`config.mk`:
```
export PLATFORM = sky130hd
export DESIGN_NAME = sipo_rx
export DESIGN_NICKNAME = d
export VERILOG_FILES = /design/src/rtl/sipo_rx.sv
export SDC_FILE = /design/constraint.sdc
export NUM_CORES = 1
export LEC_CHECK = 0
export ABC_AREA = 1
export CAP_MARGIN = 15
export CORE_MARGIN = 4
export CORE_UTILIZATION = 45
export DETAILED_ROUTE_END_ITERATION = 7
export PLACE_DENSITY = 0.74
export SLEW_MARGIN = 40
export SYNTH_ARGS = -nofsm -noshare
export SYNTH_HDL_FRONTEND = slang
export SYNTH_SLANG_ARGS = --single-unit
export TNS_END_PERCENT = 10
```
`constraint.sdc`:
```
create_clock -name clk -period 1.58 [get_ports clk]
set_input_delay 0.316 -clock clk [delete_from_list [all_inputs] [get_ports clk]]
set_output_delay 0.316 -clock clk [all_outputs]
set_load 0.1 [all_outputs]
```
`src/rtl/sipo_rx.sv`:
```
// Serial-in parallel-out receiver: assembles sof-framed serial words and
// queues them in a two-entry output FIFO with valid/ready delivery.
module sipo_rx #(
  parameter int WIDTH     = 4,
  parameter bit MSB_FIRST = 1'b1
) (
  input  logic             clk,
  input  logic             rst,
  input  logic             sin,
  input  logic             sof,
  output logic [WIDTH-1:0] out,
  output logic             out_vld,
  input  logic             out_rdy,
  output logic             busy,
  output logic             ovf,
  output logic             frm_err,
  input  logic             clr
);

  // Handshake: a word is transferred on every rising edge where out_vld and
  // out_rdy are both high; out is held stable while out_vld=1 and out_rdy=0.

  localparam int CW = (WIDTH > 2) ? $clog2(WIDTH) : 1;

  typedef enum logic {IDLE, SHIFT} state_t;

  state_t           state;
  logic [CW-1:0]    cnt;
  logic [WIDTH-1:0] sr;
  logic [WIDTH-1:0] slot;
  logic             slot_vld;

  logic [WIDTH-1:0] shifted;
  logic [WIDTH-1:0] first_word;
  logic             last;
  logic             push;
  logic             pop;
  logic             ovf_set;
  logic             fe_set;

  generate
    if (MSB_FIRST) begin : g_msb
      assign shifted    = {sr[WIDTH-2:0], sin};
      assign first_word = {{(WIDTH-1){1'b0}}, sin};
    end else begin : g_lsb
      assign shifted    = {sin, sr[WIDTH-1:1]};
      assign first_word = {sin, {(WIDTH-1){1'b0}}};
    end
  endgenerate

  // The last bit of a word always wins over a coincident sof.
  assign last    = (state == SHIFT) && (cnt == CW'(WIDTH - 1));
  assign push    = last;
  assign pop     = out_vld && out_rdy;
  assign fe_set  = (state == SHIFT) && sof && !last;
  assign ovf_set = push && out_vld && slot_vld && !pop;
  assign busy    = (state == SHIFT);

  always_ff @(posedge clk or negedge rst) begin
    if (!rst) begin
      state <= IDLE;
      cnt   <= '0;
      sr    <= '0;
    end else begin
      case (state)
        IDLE: begin
          if (sof) begin
            sr    <= first_word;
            cnt   <= CW'(1);
            state <= SHIFT;
          end
        end
        SHIFT: begin
          if (last) begin
            sr    <= shifted;
            cnt   <= '0;
            state <= IDLE;
          end else if (sof) begin
            sr  <= first_word;
            cnt <= CW'(1);
          end else begin
            sr  <= shifted;
            cnt <= cnt + CW'(1);
          end
        end
        default: state <= IDLE;
      endcase
    end
  end

  // out is the FIFO head; slot is the second entry behind it.
  always_ff @(posedge clk or negedge rst) begin
    if (!rst) begin
      out      <= '0;
      out_vld  <= 1'b0;
      slot     <= '0;
      slot_vld <= 1'b0;
    end else if (pop) begin
      if (slot_vld) begin
        out <= slot;
        if (push) slot <= shifted;
        else      slot_vld <= 1'b0;
      end else if (push) begin
        out <= shifted;
      end else begin
        out_vld <= 1'b0;
      end
    end else if (push) begin
      if (!out_vld) begin
        out     <= shifted;
        out_vld <= 1'b1;
      end else if (!slot_vld) begin
        slot     <= shifted;
        slot_vld <= 1'b1;
      end
    end
  end

  always_ff @(posedge clk or negedge rst) begin
    if (!rst) begin
      ovf     <= 1'b0;
      frm_err <= 1'b0;
    end else begin
      ovf     <= ovf_set | (ovf & ~clr);
      frm_err <= fe_set | (frm_err & ~clr);
    end
  end

endmodule

```
======== Yosys cells after proc, flatten, opt, wreduce, memory -nomap -nowiden ========
Index checks and enable logic that the tools add are counted.
word-level totals
  memories kept ........................... 0
  bits in registers ....................... 18
  bits in latches ......................... 0
  bits in writable memories ............... 0
  output and inout bits ................... 8
  memory bits (read-only) ................. 0
  word-level logic and storage cells ...... 69
  input port bits ......................... 6
operators by class
  equal/unequal tests ..................... 7
  div/mod/pow operators ................... 0
  shift operators ......................... 0
  reduce and logical (&&, ||, !) cells .... 16
  add/subtract/negate cells ............... 1
  $lt $le $gt $ge ......................... 0
  bitwise operators ....................... 6
  multiplexer cells ....................... 30
  multiply operators ...................... 0
operators by type and width
  cell                                                                      count
  4-bit 2-to-1 mux                                                          10
  1-bit 2-to-1 mux                                                          11
  3-bit 2-to-1 mux                                                          3
  2-bit inequality test (second input constant)                             4
  1-bit logical AND                                                         7
  2-bit 2-to-1 mux                                                          3
  3-bit one-hot mux with 2 select lines                                     1
  3-bit AND reduction                                                       2
  2-bit nonzero test                                                        3
  2-bit by 1-bit inequality test with 1-bit output (second input constant)  2
  2-bit one-hot mux with 2 select lines                                     1
  4-bit AND reduction                                                       1
  2-bit by 1-bit adder with 2-bit output (second input constant)            1
  1-bit AND                                                                 2
  2-bit equality test (second input constant)                               1
  1-bit logical NOT                                                         2
  1-bit NOT                                                                 2
  1-bit bitwise OR                                                          2
  1-bit one-hot mux with 2 select lines                                     1
  2-bit AND reduction                                                       1

======== Logic depth before layout (Yosys ltp) ========
Gate-level depths: netlist (run 1).
  depth after elaboration ................. 6
  mapped depth ............................ 8
  gate-level depth less buffers ........... 7

======== Worst setup path after synthesis (run 1) ========
OpenSTA, ideal clock, no wires.
  path type ............................... reg-to-reg
  from .................................... reg out_vld
  to ...................................... reg slot[0]
  stages on the path, launching flop included .. 9
  clock period less this slack ............ 1899 ps
  arrival time ............................ 1781 ps
  slack ................................... -319 ps
  buffers on the path ..................... 1
  setup time .............................. 118 ps
  required time ........................... 1462 ps
  path through ............................ dfrtp_1 > buf_4 > nand2_1 > inv_1 > ha_1 > inv_1 > nand2_4 > nand2_1 > o21ai_2
between the ends
  longest elaborated chain between the ends .. 3
  elaborated cells on any way between the ends .. 6
  classes of those cells .................. eq/ne (2); mux (1); reduce/logical (3)
ends and longest elaborated chain
  item                                                                                      RTL line  RTL
  start: declaration                                                                        12        output logic out_vld,
  start signal: assignment                                                                  95        out_vld <= 1'b0;
  start signal: assignment                                                                  106       out_vld <= 1'b0;
  start signal: assignment                                                                  111       out_vld <= 1'b1;
  1-bit logical AND                                                                         54        assign pop = out_vld && out_rdy;
  2-bit by 1-bit inequality test with 1-bit output (no line), or another cell as far along  --
  4-bit AND reduction (no line)                                                             --
  end signal: assignment                                                                    101       if (push) slot <= shifted;
  end signal: assignment                                                                    113       slot <= shifted;
  end: declaration                                                                          30        logic [WIDTH-1:0] slot;
Parallel ways exist; a longest one is shown, timed or not.
A chain may end at the register's enable or synchronous reset.

======== Worst setup path in the final report (run 1) ========
  from .................................... reg out_vld
  to ...................................... reg slot[3]
Same word-level chain as after synthesis.

==> results of run 1 <==
-- worst max path at each step --
stage	from	end	cells past startpoint
5_1_grt	out_vld	slot[3]	7
3_5_place_dp	out_rdy	slot[3]	8
4_1_cts	out_vld	slot[3]	7
6_report	out_vld	slot[3]	7
2_1_floorplan	out_vld	slot[0]	8
3_3_place_gp	out_rdy	slot[0]	8
-- Yosys cell counts --
cell type,number
nand2_1,24
dfrtp_1,18
inv_1,18
o21ai_0,10
nand3_1,8
nand4_1,4
o21ai_1,4
nand2_2,3
ha_1,2
inv_2,2
nor2_1,2
buf_4,1
clkbuf_2,1
nand2_4,1
nor2_4,1
o21ai_2,1
o22ai_1,1
-- power groups by stage --
| stage | Combinational (mW) | Sequential [mW] | Clock [mW] |
|---|---|---|---|
| after detailed placement | 1.23 | 0.831 | 0 |
| after global routing | 1.31 | 0.851 | 0.310 |
| after global placement | 1.21 | 0.812 | 0 |
| final | 1.23 | 0.823 | 0.273 |
| after CTS | 1.24 | 0.821 | 0.287 |
| after floorplan | 0.384 | 1.23 | 0 |
-- layer usage --
layer / share of wire / vias up / track usage / wire length [µm]
met5: 0 / - / 0 / 0
met4: 0.0073 / 0 / 0.0611 / 12
met3: 0.048 / 2 / 0.0287 / 79
met2: 0.51 / 15 / 0.242 / 844
met1: 0.43 / 331 / 0.166 / 707
li1: - / 353 / - / -
-- through the flow --
stage	worst slack (ns)	total power [mW]	utilization	area, µm²
detailed placement	0.0276	2.06	0.624	1100
finish	0.204	2.32	0.645	1140
CTS	0.197	2.34	0.645	1140
global placement	0.0403	2.02	0.624	1100
floorplan	0.00901	1.62	-	857
global route	0.131	2.47	0.645	1140
-- sequential cells by signal, summed over array words and instances (netlist names) --
name / flops
slot_vld: 1
frm_err: 1
sr: 3
busy: 1
out_vld: 1
cnt: 2
ovf: 1
slot: 4
out: 4
-- area by class of cell --
type,instances,area [µm²]
well taps,25,31.3
multi-input cells,61,314
inverters,20,75.1
clock buffers,4,36.3
fillers,155,627
repair buffers,15,225
flip-flops and latches,18,455
-- kinds of logic (layout without fill, tap and decap cells) --
kind of cell | count (synthesis) | after routing | synth area share
adder cells (fa/ha/maj) | 2 | 2 | 0.0294
buffers and inverters | 22 | 39 | 0.103
flip-flops | 18 | 18 | 0.529
AO/OA/AOI/OAI | 16 | 16 | 0.0999
AND/OR/NAND/NOR | 43 | 43 | 0.239
==> metrics.md, run 1 <==
| Metric | Value |
|---|---|
| Final Skew | `0.00150 ns` |
| RSZ-0062 raised after global routing | `no` |
| Post-Synthesis Cells | `101` |
| Drt total wl | `1.64 mm` |
| NumNets Final | `127` |
| Port bufs | `13` |
| Worst hold path type | `input pin to async pin` |
| Slew HR | `0.809` |
| Largest net degree at the start of global routing | `19` |
| Seq cells post-synth | `18` |
| Share of post-route cells with drive strength above 1 | `0.203` |
| Post-CTS sizing | `0` |
| CTS clock-pin slew for the worst setup and hold paths | `0.10 ns` |
| Clock period minus worst slack | `1.38 ns` |
| R2r startpoint | `out_vld` |
| R2r setup slk | `0.20 ns` |
| Worst Tran Pin Value | `0.286 ns` |
| Comb power frac | `0.528` |
| WS Path Type | `register to register` |
| Synth warn | `0` |
| DR vias/cell | `4.90` |
| Row count | `15` |
| F_max | `727 MHz` |
| Hold-fix buffers at CTS | `0` |
| Initial antenna violation count | `0` |
| GRT Util Overall | `0.140` |
| TritonCTS Sinks | `18` |
| Worst Path Buf+Inv | `2` |
| Ports | `14` |
| Critical path required time | `1.75 ns` |
| H-Tree Depth | `1` |
| # Post-CTS Setup Buffers | `0` |
| Internal Power | `1.20 mW` |
| LEAKAGE | `0.564 nW` |
| Switch share | `0.485` |
| Die Y | `51.5 µm` |
| TritonCTS clock tree | `yes` |
| Final setup fails | `0` |
| Antenna Cells | `0` |
| Router iterations before antenna repair | `4` |
| Largest stage delay, worst path | `0.56 ns` |
| Post-route ant nets | `0` |
| Sequential area share after synthesis | `0.529` |
| Vias in the first global route | `712` |
| Overflow after GRT | `0` |
| Clock power frac | `0.117` |
| Vias after detailed routing | `701` |
| Global-route wire length before repair | `2.81 mm` |
| Pwr Density | `2040 nW/µm²` |
| Syn_nets | `109` |
| CTS buffer count | `3` |
| Sequential share of power | `0.355` |
| Chip Width | `51.5 µm` |
| DRC | `0` |
| CP max FO | `11` |
| Status | `completed` |
| Avg WL per Cell | `11.5 µm` |
| CP arrival | `1.55 ns` |
| Placed instance count | `139` |
| Placer Congestion | `0.792` |
| Startpoint Class | `register` |
| Root Buffer | `clkbuf_4` |
| Synth area leaders | `dfrtp_1, nand2_1, inv_1` |
| Mapped Area | `852 µm²` |
| Hold WS | `0.350 ns` |
| Setup TNS | `0 ns` |
| Worst R2R Path Depth | `7` |
| Core ar. | `1760 µm²` |
| Post-route insts no fill | `143` |
| Max-Cap Viols | `0` |
| Setup crit end kind | `register` |
| Tcrit/Tclk final | `0.871` |
| Commonest non-fill, non-tap cells in the layout | `nand2_1, inv_1, dfrtp_1` |
| 1st-iter DRT viols | `10` |
| CTS max path bufs | `2` |
| Slew Limit Fails | `0` |
| Layout area overhead | `33.5%` |
| Yosys top cell area share | `0.529` |
| Peak VDD IR | `0.00101 V` |
| Die area | `2650 µm²` |
| Avg Cell Area, Syn | `8.44 µm²` |
| HPWL Detailed | `1.29 mm` |
| Commonest non-fill, non-tap cell in the layout | `nand2_1` |
| Initial Util | `0.483` |
| Worst path top cell family by delay | `flip-flops` |
| Crit-path slowest cell | `dfrtp_4` |
| Area leader, netlist | `dfrtp_1` |
| Yosys cell types | `17` |
| Reg-to-reg endpoint | `slot[3]` |
| Net Switching | `1.13 mW` |
| Cell Chain, Critical Path | `nand2_1 -> inv_1 -> ha_1 -> inv_1 -> nand2_4 -> nand2_1 -> o21ai_1` |
| Endpoints failing hold | `0` |
| Worst-Skew Late Latency | `0.28 ns` |
No activity file was read; power rests on OpenSTA's default activity.
==> inputs of run 2 (changes only) <==
CELL_PAD_IN_SITES_DETAIL_PLACEMENT = 1   (was default)
CELL_PAD_IN_SITES_GLOBAL_PLACEMENT = 2   (was default)
CORE_ASPECT_RATIO = 1.75   (was default)
CORE_UTILIZATION = 30   (was 45)
PLACE_DENSITY = 0.81   (was 0.74)
==> run 2 against run 1 <==
Sequential power fell by 2.9%. Sequential share of layout area fell by 1.2 points. Count of clock-buffer cells in the layout did not move. Wire length rose by 14%. Critical path depth fell by 5. Hold slack improved by 0.043 ns. Via count rose by 0.71%. Final area rose by 3.2%. Non-clock buffer count rose by 2. Largest power group unchanged. Highest routed layer unchanged.
==> metrics.md, run 2 (synthesis results as in run 1) <==
| Metric | Value |
|---|---|
| Status | `completed` |
| Initial Util | `0.313 (-0.170)` |
| Slew Limit Fails | `0 (unchanged)` |
| Pwr Density | `2080 nW/µm² (+2.0%)` |
| Hold WS | `0.393 ns (+0.0431 ns)` |
| TritonCTS Sinks | `18 (unchanged)` |
| Die Y | `78.5 µm (+52%)` |
| Largest regs | `out x4, slot x4, sr x3` |
| Post-route ant nets | `0 (unchanged)` |
| Layout area overhead | `37.7%` |
| Worst hold path type | `input pin to async pin` |
| Tot Pwr | `2.44 mW (+5.2%)` |
| Slew HR | `0.799 (-0.0103)` |
| Net Switching | `1.15 mW (+2.2%)` |
| Crit-path slowest cell | `dfrtp_4` |
| # Post-CTS Setup Buffers | `0 (unchanged)` |
| Row count | `25 (+10)` |
| Switch share | `0.471 (-0.0140)` |
| Antenna Cells | `0 (unchanged)` |
| Vias after detailed routing | `706 (+0.71%)` |
| Worst-Skew Late Latency | `0.25 ns (-0.03 ns)` |
| Hold-fix buffers at CTS | `0 (unchanged)` |
| Global-route wire length before repair | `3.29 mm (+17%)` |
| CTS max path bufs | `2 (unchanged)` |
| Largest stage delay, worst path | `0.47 ns (-0.09 ns)` |
| Commonest non-fill, non-tap cell in the layout | `nand2_1` |
| Overflow after GRT | `0 (unchanged)` |
| Worst Path Buf+Inv | `2 (unchanged)` |
| Tcrit/Tclk final | `0.881 (+0.00996)` |
| Worst Tran Pin Value | `0.301 ns (+0.0154 ns)` |
| CTS clock-pin slew for the worst setup and hold paths | `0.07 ns (-0.03 ns)` |
| RSZ-0062 raised after global routing | `no` |
| Cell Chain, Critical Path | `buf_4 -> buf_12` |
| Post-layout util | `0.431 (-0.213)` |
| Sequential share of power | `0.327 (-0.028)` |
| TritonCTS clock tree | `yes` |
| Final setup fails | `0 (unchanged)` |
| Root Buffer | `clkbuf_8` |
| Final Skew | `0.000727 ns (-0.000772 ns)` |
| CP arrival | `1.08 ns (-0.47 ns)` |
| Initial antenna violation count | `0 (unchanged)` |
| Startpoint Class | `register` |
| Worst path top cell family by delay | `flip-flops` |
| 1st-iter DRT viols | `8 (-2)` |
| Peak VDD IR | `0.000818 V (-19%)` |
| Share of post-route cells with drive strength above 1 | `0.217 (+0.0133)` |
| NumNets Final | `129 (+1.6%)` |
| Clock period minus worst slack | `1.39 ns (+0.0157 ns)` |
| Ports | `14 (unchanged)` |
| HPWL Detailed | `1.54 mm (+20%)` |
| Post-CTS sizing | `0 (unchanged)` |
| Pre-CTS WS | `0.0194 ns (-0.00820 ns)` |
| Critical path required time | `1.26 ns (-0.49 ns)` |
| Internal Power | `1.29 mW (+8.1%)` |
| Router iterations before antenna repair | `3 (-1)` |
| GRT Util Overall | `0.118 (-0.0216)` |
| Port bufs | `13 (unchanged)` |
| Core ar. | `2720 µm² (+54%)` |
| Die area | `3790 µm² (+43%)` |
| F_max | `719 MHz (-1.1%)` |
| Commonest non-fill, non-tap cells in the layout | `nand2_1, inv_1, dfrtp_1` |
| Setup TNS | `0 ns (unchanged)` |
| WS Path Type | `register to output port` |
| Setup crit end kind | `output port` |
| DRC | `0 (unchanged)` |
| Chip Width | `48.3 µm (-6.3%)` |
| Clock power frac | `0.153 (+0.036)` |
| Placer Congestion | `0.782 (-1.2%)` |
| CTS buffer count | `3 (unchanged)` |
| Largest net degree at the start of global routing | `19 (unchanged)` |
| Max-Cap Viols | `0 (unchanged)` |
| Worst setup margin | `0.189 ns (-0.0157 ns)` |
| LEAKAGE | `0.583 nW (+3.2%)` |
| DR vias/cell | `4.80 (-2.0%)` |
| Endpoints failing hold | `0 (unchanged)` |
| H-Tree Depth | `1 (unchanged)` |
| Avg WL per Cell | `12.7 µm (+10%)` |
| Drt total wl | `1.87 mm (+14%)` |
| CP max FO | `10 (-1)` |
| Vias in the first global route | `768 (+7.9%)` |
| Comb power frac | `0.520 (-0.008)` |
==> run 2: changes by cell type in the layout (fill, tap and decap cells not counted), sizes merged <==
cell / before / now
buf: 10 / 12
==> run 2: worst paths after layout <==
kind	from	endpoint	slack (ns)	cells past startpoint
setup / recovery	out_vld	out_vld	0.19	2
hold / removal	rst	slot_vld	0.39	2
setup reg to reg	cnt[0]	slot_vld	0.30	5
hold reg to reg	slot[0]	slot[0]	0.49	2
max in group asynchronous	rst	out_vld	0.97	2
min in group clk	slot[0]	slot[0]	0.49	2
==> run 2: per-layer routing <==
metal  part of all wire  global-route usage
met5                  0                   0
met4              0.016              0.0404
met3              0.029              0.0206
met2               0.58               0.205
met1               0.38               0.134
==> run 2: cell type report <==
cell class / count / area, µm²
Sequential cell: 18 / 455
Clock buffer: 4 / 55.1
Multi-Input combinational cell: 61 / 314
Fill cell: 323 / 1550
Timing Repair Buffer: 17 / 240
Tap cell: 27 / 33.8
Inverter: 20 / 75.1
==> run 2: worst reg2reg max path, cell delays in order, from the launching register on <==
cell and delay [ns]:
dfrtp_1 0.39, ha_1 0.22, nand2_2 0.14, inv_1 0.08
o21ai_0 0.19, o21ai_0 0.12
==> run 2: power by group through the flow <==
stage               clock network (mW)  registers, mW  logic, mW
floorplan                            0           1.23      0.384
global placement                     0          0.799       1.27
detailed placement                   0          0.809       1.29
CTS                              0.386          0.801       1.30
global route                     0.406          0.826       1.38
finish                           0.374          0.799       1.27
==> run 2: per-stage QoR <==
step | std cells | cell area [µm²]
after CTS | 147 | 1170
final | 147 | 1170
after floorplan | 101 | 857
after global placement | 143 | 1120
after global routing | 147 | 1170
after detailed placement | 143 | 1120
